--- config.mk ---
export PLATFORM = sky130hd
export DESIGN_NAME = spi_slave_frame_ctrl
export DESIGN_NICKNAME = d
export VERILOG_FILES = /design/src/rtl/spi_frame_pkg.sv /design/src/rtl/spi_cs_sync.sv /design/src/rtl/spi_slave_frame_ctrl.sv
export SDC_FILE = /design/constraint.sdc
export NUM_CORES = 1
export LEC_CHECK = 0
export CORE_ASPECT_RATIO = 1.2
export CORE_MARGIN = 2
export CORE_UTILIZATION = 65
export CTS_BUF_LIST = sky130_fd_sc_hd__clkbuf_4
export DETAILED_ROUTE_END_ITERATION = 6
export DONT_BUFFER_PORTS = 1
export GPL_TIMING_DRIVEN = 0
export MAX_ROUTING_LAYER = met4
export PLACE_DENSITY_LB_ADDON = 0.05
export SYNTH_ARGS = -nofsm -noshare
export SYNTH_HDL_FRONTEND = slang
export SYNTH_SLANG_ARGS = --single-unit
--- constraint.sdc ---
create_clock -name clk -period 3.1 [get_ports clk]
set_input_delay 0.465 -clock clk [delete_from_list [all_inputs] [get_ports clk]]
set_output_delay 0.465 -clock clk [all_outputs]
set_load 0.005 [all_outputs]
--- src/rtl/spi_frame_pkg.sv ---
// Shared types and constants for the SPI slave frame controller.
// The state encoding and status byte are shared by the controller and any master-side reuse.
package spi_frame_pkg;

  typedef enum logic [2:0] {
    IDLE,
    CMD,
    WDATA,
    RD_LOAD,
    RDATA
  } state_t;

  localparam int         CMD_RW_BIT  = 7;
  localparam logic [7:0] STATUS_BYTE = 8'hA5;

  // Byte counters stick at 255 rather than wrapping back to zero.
  function automatic logic [7:0] sat_inc8(input logic [7:0] v);
    return (v == 8'hFF) ? v : v + 8'd1;
  endfunction

endpackage

--- src/rtl/spi_cs_sync.sv ---
// Multi-flop synchroniser for an asynchronous active-low select, with rise/fall pulses.
// Edges are suppressed until the select has been seen inactive after reset.
module spi_cs_sync #(
  parameter int STAGES = 2
) (
  input  logic clk,
  input  logic rst,
  input  logic i_async,
  output logic o_rise,
  output logic o_fall
);

  logic [STAGES-1:0] r_sync;
  logic [STAGES-1:0] r_vld;
  logic              r_prev;
  logic              r_armed;
  logic              w_level;

  assign w_level = r_sync[STAGES-1];

  // r_vld marks when the chain holds real pad samples rather than reset values;
  // arming only on a genuinely high select keeps a select held low through reset from
  // looking like a fresh frame start.
  always_ff @(posedge clk or posedge rst) begin
    if (rst) begin
      r_sync  <= '1;
      r_vld   <= '0;
      r_prev  <= 1'b1;
      r_armed <= 1'b0;
    end else begin
      r_sync <= {r_sync[STAGES-2:0], i_async};
      r_vld  <= {r_vld[STAGES-2:0], 1'b1};
      r_prev <= w_level;
      if (r_vld[STAGES-1] && w_level) begin
        r_armed <= 1'b1;
      end
    end
  end

  assign o_rise = r_armed &  w_level & ~r_prev;
  assign o_fall = r_armed & ~w_level &  r_prev;

endmodule

--- src/rtl/spi_slave_frame_ctrl.sv ---
// Frame-level sequencer between an SPI slave byte engine and a register bank:
// command decode, write streaming, read prefetch and frame bookkeeping.
module spi_slave_frame_ctrl
  import spi_frame_pkg::*;
#(
  parameter int ADDR_W      = 7,
  parameter bit AUTO_INC    = 1'b1,
  parameter int SYNC_STAGES = 2
) (
  input  logic              clk,
  input  logic              rst,
  input  logic              im_cs_n_wire,
  output logic              om_work_en,
  input  logic              im_byte_done,
  input  logic [7:0]        im_rx_byte,
  output logic [7:0]        om_tx_byte,
  output logic [ADDR_W-1:0] om_reg_addr,
  output logic              om_reg_wr,
  output logic [7:0]        om_reg_wdata,
  input  logic [7:0]        im_reg_rdata,
  output logic              om_frame_done,
  output logic              om_frame_err,
  output logic [7:0]        om_byte_cnt
);

  localparam logic [ADDR_W-1:0] ADDR_STEP = AUTO_INC ? ADDR_W'(1) : '0;

  state_t            r_state;
  logic [ADDR_W-1:0] r_addr;
  logic              r_work_en;
  logic [7:0]        r_tx_byte;
  logic              r_frame_done;
  logic              r_frame_err;
  logic [7:0]        r_byte_cnt;
  logic              w_cs_rise;
  logic              w_cs_fall;
  logic              w_wr;

  spi_cs_sync #(
    .STAGES (SYNC_STAGES)
  ) u_cs_sync (
    .clk     (clk),
    .rst     (rst),
    .i_async (im_cs_n_wire),
    .o_rise  (w_cs_rise),
    .o_fall  (w_cs_fall)
  );

  // The write strobe is combinational so the bank captures the byte in its byte_done cycle.
  assign w_wr = (r_state == WDATA) && im_byte_done;

  always_ff @(posedge clk or posedge rst) begin
    if (rst) begin
      r_state      <= IDLE;
      r_addr       <= '0;
      r_work_en    <= 1'b0;
      r_tx_byte    <= STATUS_BYTE;
      r_frame_done <= 1'b0;
      r_frame_err  <= 1'b0;
      r_byte_cnt   <= 8'h00;
    end else begin
      r_frame_done <= 1'b0;
      r_frame_err  <= 1'b0;
      case (r_state)
        IDLE: begin
          if (w_cs_fall) begin
            r_state    <= CMD;
            r_work_en  <= 1'b1;
            r_byte_cnt <= 8'h00;
            r_tx_byte  <= STATUS_BYTE;
          end
        end
        CMD: begin
          if (im_byte_done) begin
            r_addr     <= im_rx_byte[ADDR_W-1:0];
            r_byte_cnt <= sat_inc8(r_byte_cnt);
            r_state    <= im_rx_byte[CMD_RW_BIT] ? RD_LOAD : WDATA;
          end
        end
        RD_LOAD: begin
          r_tx_byte <= im_reg_rdata;
          r_addr    <= r_addr + ADDR_STEP;
          r_state   <= RDATA;
        end
        RDATA: begin
          if (im_byte_done) begin
            r_byte_cnt <= sat_inc8(r_byte_cnt);
            r_state    <= RD_LOAD;
          end
        end
        WDATA: begin
          if (im_byte_done) begin
            r_addr     <= r_addr + ADDR_STEP;
            r_byte_cnt <= sat_inc8(r_byte_cnt);
          end
        end
        default: r_state <= IDLE;
      endcase
      // A select rise ends the frame after any coincident byte has been taken above;
      // a command byte arriving in the same cycle still makes the frame valid.
      if ((r_state != IDLE) && w_cs_rise) begin
        r_state   <= IDLE;
        r_work_en <= 1'b0;
        r_tx_byte <= STATUS_BYTE;
        if ((r_state == CMD) && !im_byte_done) begin
          r_frame_err <= 1'b1;
        end else begin
          r_frame_done <= 1'b1;
        end
      end
    end
  end

  assign om_work_en    = r_work_en;
  assign om_tx_byte    = r_tx_byte;
  assign om_reg_addr   = r_addr;
  assign om_reg_wr     = w_wr;
  assign om_reg_wdata  = w_wr ? im_rx_byte : 8'h00;
  assign om_frame_done = r_frame_done;
  assign om_frame_err  = r_frame_err;
  assign om_byte_cnt   = r_byte_cnt;

endmodule
* Word-level counts from Yosys, hierarchy flattened
Cells that the tools add are included.
Operators by class: $lt $le $gt $ge 0, shifts and indexed selects 0, equality and inequality tests 14, div/mod/pow operators 0, multiplexer cells 24, bitwise gates (word level) 6, reduce and logical (&&, ||, !) cells 18, multipliers 0, $add $sub $neg 2
Operators with widths (number):
- $mux W8 | 6
- $pmux W8 S2 | 2
- $pmux W7 S3 | 1
- $pmux W3 S5 | 1
- $mux W7 | 2
- $mux W3 | 4
- $reduce_bool A3 Y1 | 3
- $add A8 B1 Y8 const B | 1
- $eq A8 B8 Y1 const B | 1
- $mux W1 | 8
- $reduce_and A4 Y1 | 2
- $add A7 B1 Y7 const B | 1
- $eq A3 B2 Y1 const B | 2
- $ne A2 B1 Y1 const B | 3
- $ne A2 B2 Y1 const B | 3
- $ne A3 B3 Y1 const B | 2
- $reduce_bool A2 Y1 | 3
- $and A1 B1 Y1 | 4
- $logic_and A1 B1 Y1 | 4
- $reduce_and A2 Y1 | 2
- $eq A3 B1 Y1 const B | 1
- $eq A3 B3 Y1 const B | 1
- $logic_not A3 Y1 | 1
- $ne A3 B2 Y1 const B | 1
- other kinds (4) | 5
Storage, ports and cells: bits in registers 35, input bits 20, word-level logic and storage cells 75, memories 0, bits in read-only memories 0, latch bits 0, output and inout port bits 35, bits in writable memories 0

* Logic depth before layout (Yosys ltp)
depth in word-level cells 6, depth in mapped cells 6, mapped depth without buffers 5

* Modules after synthesis
A second synthesis with hierarchy kept.
Unflattened totals: cell total of the unflattened synthesis 185, area total of the unflattened synthesis 1790.5 µm²
By module, submodules not included:
- spi_slave_frame_ctrl | seq. area each 730.7 µm², times used 1, area each 1601.5 µm², cells each 174
- spi_cs_sync | seq. area each 153.9 µm², times used 1, area each 188.9 µm², cells each 11

* Worst setup path after synthesis
No wires, ideal clock.
path type register to output, start point reg r_state[0], end point out om_reg_wdata[0], required time 2.635 ns, arrival 1.131 ns, setup slack 1.504 ns, buffers on the path 2, cell stages (with the launch flop) 6, cells stage by stage dfrtp_1 buf_2 inv_2 and3_1 clkbuf_1 and2_1
On the way: cells in the longest elaborated chain, start to end 3
RTL lines:
- from (decl) | RTL line spi_slave_frame_ctrl.sv:28 | state_t r_state;
- from (signal assigned) | RTL line spi_slave_frame_ctrl.sv:77 | r_state <= im_rx_byte[CMD_RW_BIT] ? RD_LOAD : WDATA;
- $eq A3 B2 Y1 | RTL line spi_slave_frame_ctrl.sv:50 | assign w_wr = (r_state == WDATA) && im_byte_done;
- $logic_and A1 B1 Y1 | RTL line spi_slave_frame_ctrl.sv:50
- via om_reg_wr | RTL line spi_slave_frame_ctrl.sv:18 | output logic om_reg_wr,
- $mux W8 | RTL line spi_slave_frame_ctrl.sv:118 | assign om_reg_wdata = w_wr ? im_rx_byte : 8'h00;
- to (decl) | RTL line spi_slave_frame_ctrl.sv:19 | output logic [7:0] om_reg_wdata,
The timed path passes the listed nets, and every way through them passes these cells.

* Final worst setup path
start point reg r_state[0], end point out om_reg_wdata[7]
The elaborated chain is that of the path after synthesis.

==> flow_summary.yaml <==
global_route:
  grtUsageTotal_pct: 24.8
  grt_first_pass_wirelength_mm: 5.60
  grt_pass1_vias: 1339
  grt_max_degree: 36
  antenna_found_initial: 0
  grt_overflow_total: 0
synthesis:
  synth_area_leaders: "dfrtp_1, dfstp_2, a21oi_1"
  synth_cell_types: 40
  synth_seq_cells: 35
  async_reset_ff_share_pct: 100
  syn_avg_cell_area_um2: 9.71
  yosysWarnings: 0
  syn_inst: 182
  synth_edf_count: 0
  synth_area_um2: 1770
  yosys_most_used_dff: "dfrtp_1"
  yosysSeqAreaShare_pct: 50.1
  yosysTopAreaCell: "dfrtp_1"
  synth_fp_nets: 204
  netlist_top_cells_count: "dfrtp_1, a21oi_1, nand2_1"
  synth_top_area_share_pct: 39.7
  synth_most_common_cell: "dfrtp_1"
worst_setup_path:
  crit_chain: "buf_2, inv_2, and3_1, clkbuf_1, and2_1"
  path_max_fanout: 10
  path_buf_inv: 3
  max_stage_delay_ns: 0.44
  start_kind: "register"
  critPathSlowestCell: "dfrtp_1"
  required_ns: 2.63
  critPathKind: "reg -> out"
  cp.arrival_ns: 1.71
  cp-end-kind: "primary output"
  crit_family: "buffers and inverters"
floorplan:
  ios: 55
  start_util_pct: 69.2
  rows: 20
  die-area_um2: 3150
  die_h_um: 61.1
  core_um2: 2550
  die_x_um: 51.6
timing:
  finalHoldViolCount: 0
  tns_ns: 0
  clock.fmax_mhz: 460
  fin_crit_ns: 2.17
  finClkSkew_ns: 0.0105
  hold_slack_ns: 0.101
  final.period_utilization_pct: 70.1
  setup_slack_ns: 0.927
  tightestPinTransition_ns: 0.524
  slew-limit-headroom_pct: 64.8
  setup_violations: 0
  maxSlewViolCount: 0
  grt_setup_unrepaired: "no"
clock_tree:
  cts_tree: "yes"
  cts_sinks: 35
  root_buffer: "clkbuf_4"
  cts_buffers: 5
  clk_pin_slew_ns: 0.12
  clk_latency_ns: 0.34
  htree_levels: 2
  cts_buffer_depth: 2
cells_and_area:
  drive_gt1_share_pct: 14.1
  regArea_um2: 885
  multi_input_area_um2: 831
  antenna_cells: 0
  fin_nets: 213
  filler_cell_count: 182
  area_delta_synth_final_pct: 9.28
place:
  portBuffers: 0
  dp_hpwl_mm: 2.53
  routabilityCongestion: 0.826
  dp_slack_ns: 1.31
route:
  first_pass_iters: 5
  drc: 0
  routed_wl_mm: 3.62
  ant_nets: 0
  drt_iter0_markers: 67
  wl_per_cell_um: 16.1
  viasPerCell: 6.49
  vias: 1460
run:
  drv_cap: 0
power:
  power_density_nw_per_um2: 958
  vdd_ir_drop_max_mv: 0.716
  power_leakage_nw: 0.809
min_path:
  worstHoldPathType: "in -> reg"
outcome:
  status: "finished clean"
-- cells by family (layout without fill, tap and decap cells) --
group	after synthesis	in the layout	synth area share, %
xor gates and xnor gates	1	1	0.496
other	1	1	0.212
buffers and inverters	12	22	2.90
and+or+nand+nor	61	61	18.4
adders and majority gates	3	3	2.05
AOI/OAI and AO/OA	68	68	25.3
DFF	35	35	50.1
muxes	1	1	0.567
-- repair_timing --
| item | CTS | global route |
|---|---|---|
| resized for setup | 0 | 0 |
| buffers inserted | 0 | 0 |
| hold buffers | 0 | 1 |
| endpoints found under the setup margin | 0 | 0 |
| endpoints found under the hold margin | 0 | 11 |
-- routing by layer --
metal	wire, um	share of wire, %	vias to the layer above	global-route usage [%]
met5	0	0	-	-
met1	1510	42	698	27.3
met3	297	8.2	9	9.22
met4	61	1.7	0	10.5
met2	1750	48	63	40.7
li1	-	-	690	-
-- cell type report --
class | instances | share of cell area, %
Sequential cell | 35 | 45.8
Clock buffer | 5 | 1.94
Timing Repair Buffer | 2 | 1.94
Buffer | 7 | 1.69
Inverter | 5 | 0.972
Multi-Input combinational cell | 135 | 43.0
Tap cell | 33 | 2.14
Clock inverter | 3 | 2.46
-- path summary, 6_finish.rpt --
| check | slack, ns | startpoint | cells past startpoint | end |
|---|---|---|---|---|
| max | 0.93 | r_state[0]$_DFFE_PP0P_ | 5 | om_reg_wdata[7] |
| min reg2reg | 0.36 | u_cs_sync.r_sync[0]$_DFF_PP1_ | 0 | u_cs_sync.r_sync[1]$_DFF_PP1_ |
| max reg2reg | 1.53 | r_state[1]$_DFFE_PP0P_ | 5 | om_tx_byte[2]$_DFFE_PP1P_ |
| min | 0.10 | im_cs_n_wire | 0 | u_cs_sync.r_sync[0]$_DFF_PP1_ |
| min in group asynchronous | 0.54 | rst | 2 | u_cs_sync.r_vld[0]$_DFF_PP0_ |
| max in group asynchronous | 2.05 | rst | 3 | u_cs_sync.r_sync[1]$_DFF_PP1_ |
-- flip-flops by register name, indices dropped and copies added, names as in the netlist --
name	cells
om_tx_byte	8
u_cs_sync.r_prev	1
r_state	3
u_cs_sync.r_sync	2
u_cs_sync.r_armed	1
om_frame_done	1
om_byte_cnt	8
om_reg_addr	7
om_work_en	1
om_frame_err	1
u_cs_sync.r_vld	2
-- where the power goes --
| part | total [mW] | switching, mW | internal (mW) |
|---|---|---|---|
| Sequential | 0.726 | 0.135 | 0.590 |
| Clock | 0.341 | 0.167 | 0.174 |
| Combinational | 0.783 | 0.459 | 0.324 |
-- worst register-to-register path, stage by stage, from the launching register on --
cell and delay (ns):
dfrtp_1 0.43, buf_2 0.20, nor3_2 0.33, nand2_1 0.13
and2_1 0.23, o22a_1 0.20
-- placed cells by master (no fill, tap or decap), types with 3 or more instances in the layout --
cell | netlist | routed
buf_2 | 5 | 5
a22o_1 | 4 | 4
nand2b_1 | 3 | 3
a21oi_1 | 21 | 21
and3_1 | 6 | 6
a31oi_1 | 3 | 3
dfrtp_1 | 28 | 28
clkbuf_4 | 0 | 5
nand3_1 | 8 | 8
o21ai_0 | 4 | 4
o22ai_1 | 3 | 3
o21a_1 | 3 | 3
dfstp_2 | 7 | 7
a2bb2oi_1 | 4 | 4
nand4_1 | 3 | 3
inv_1 | 4 | 3
and2_1 | 10 | 10
o21ai_1 | 11 | 11
nor2_1 | 9 | 9
nand2_1 | 13 | 13
nand3b_1 | 3 | 3
o22a_1 | 4 | 4
-- stage by stage --
step,area (um^2),instances,utilization (%),total power [mW]
2_1_floorplan,1770,182,-,1.34
3_3_place_gp,1810,215,70.8,1.47
3_5_place_dp,1810,215,70.8,1.50
4_1_cts,1890,223,74.2,1.85
5_1_grt,1930,225,75.6,1.97
6_report,1930,225,75.6,1.85
Power figures use the tool's default switching activity.
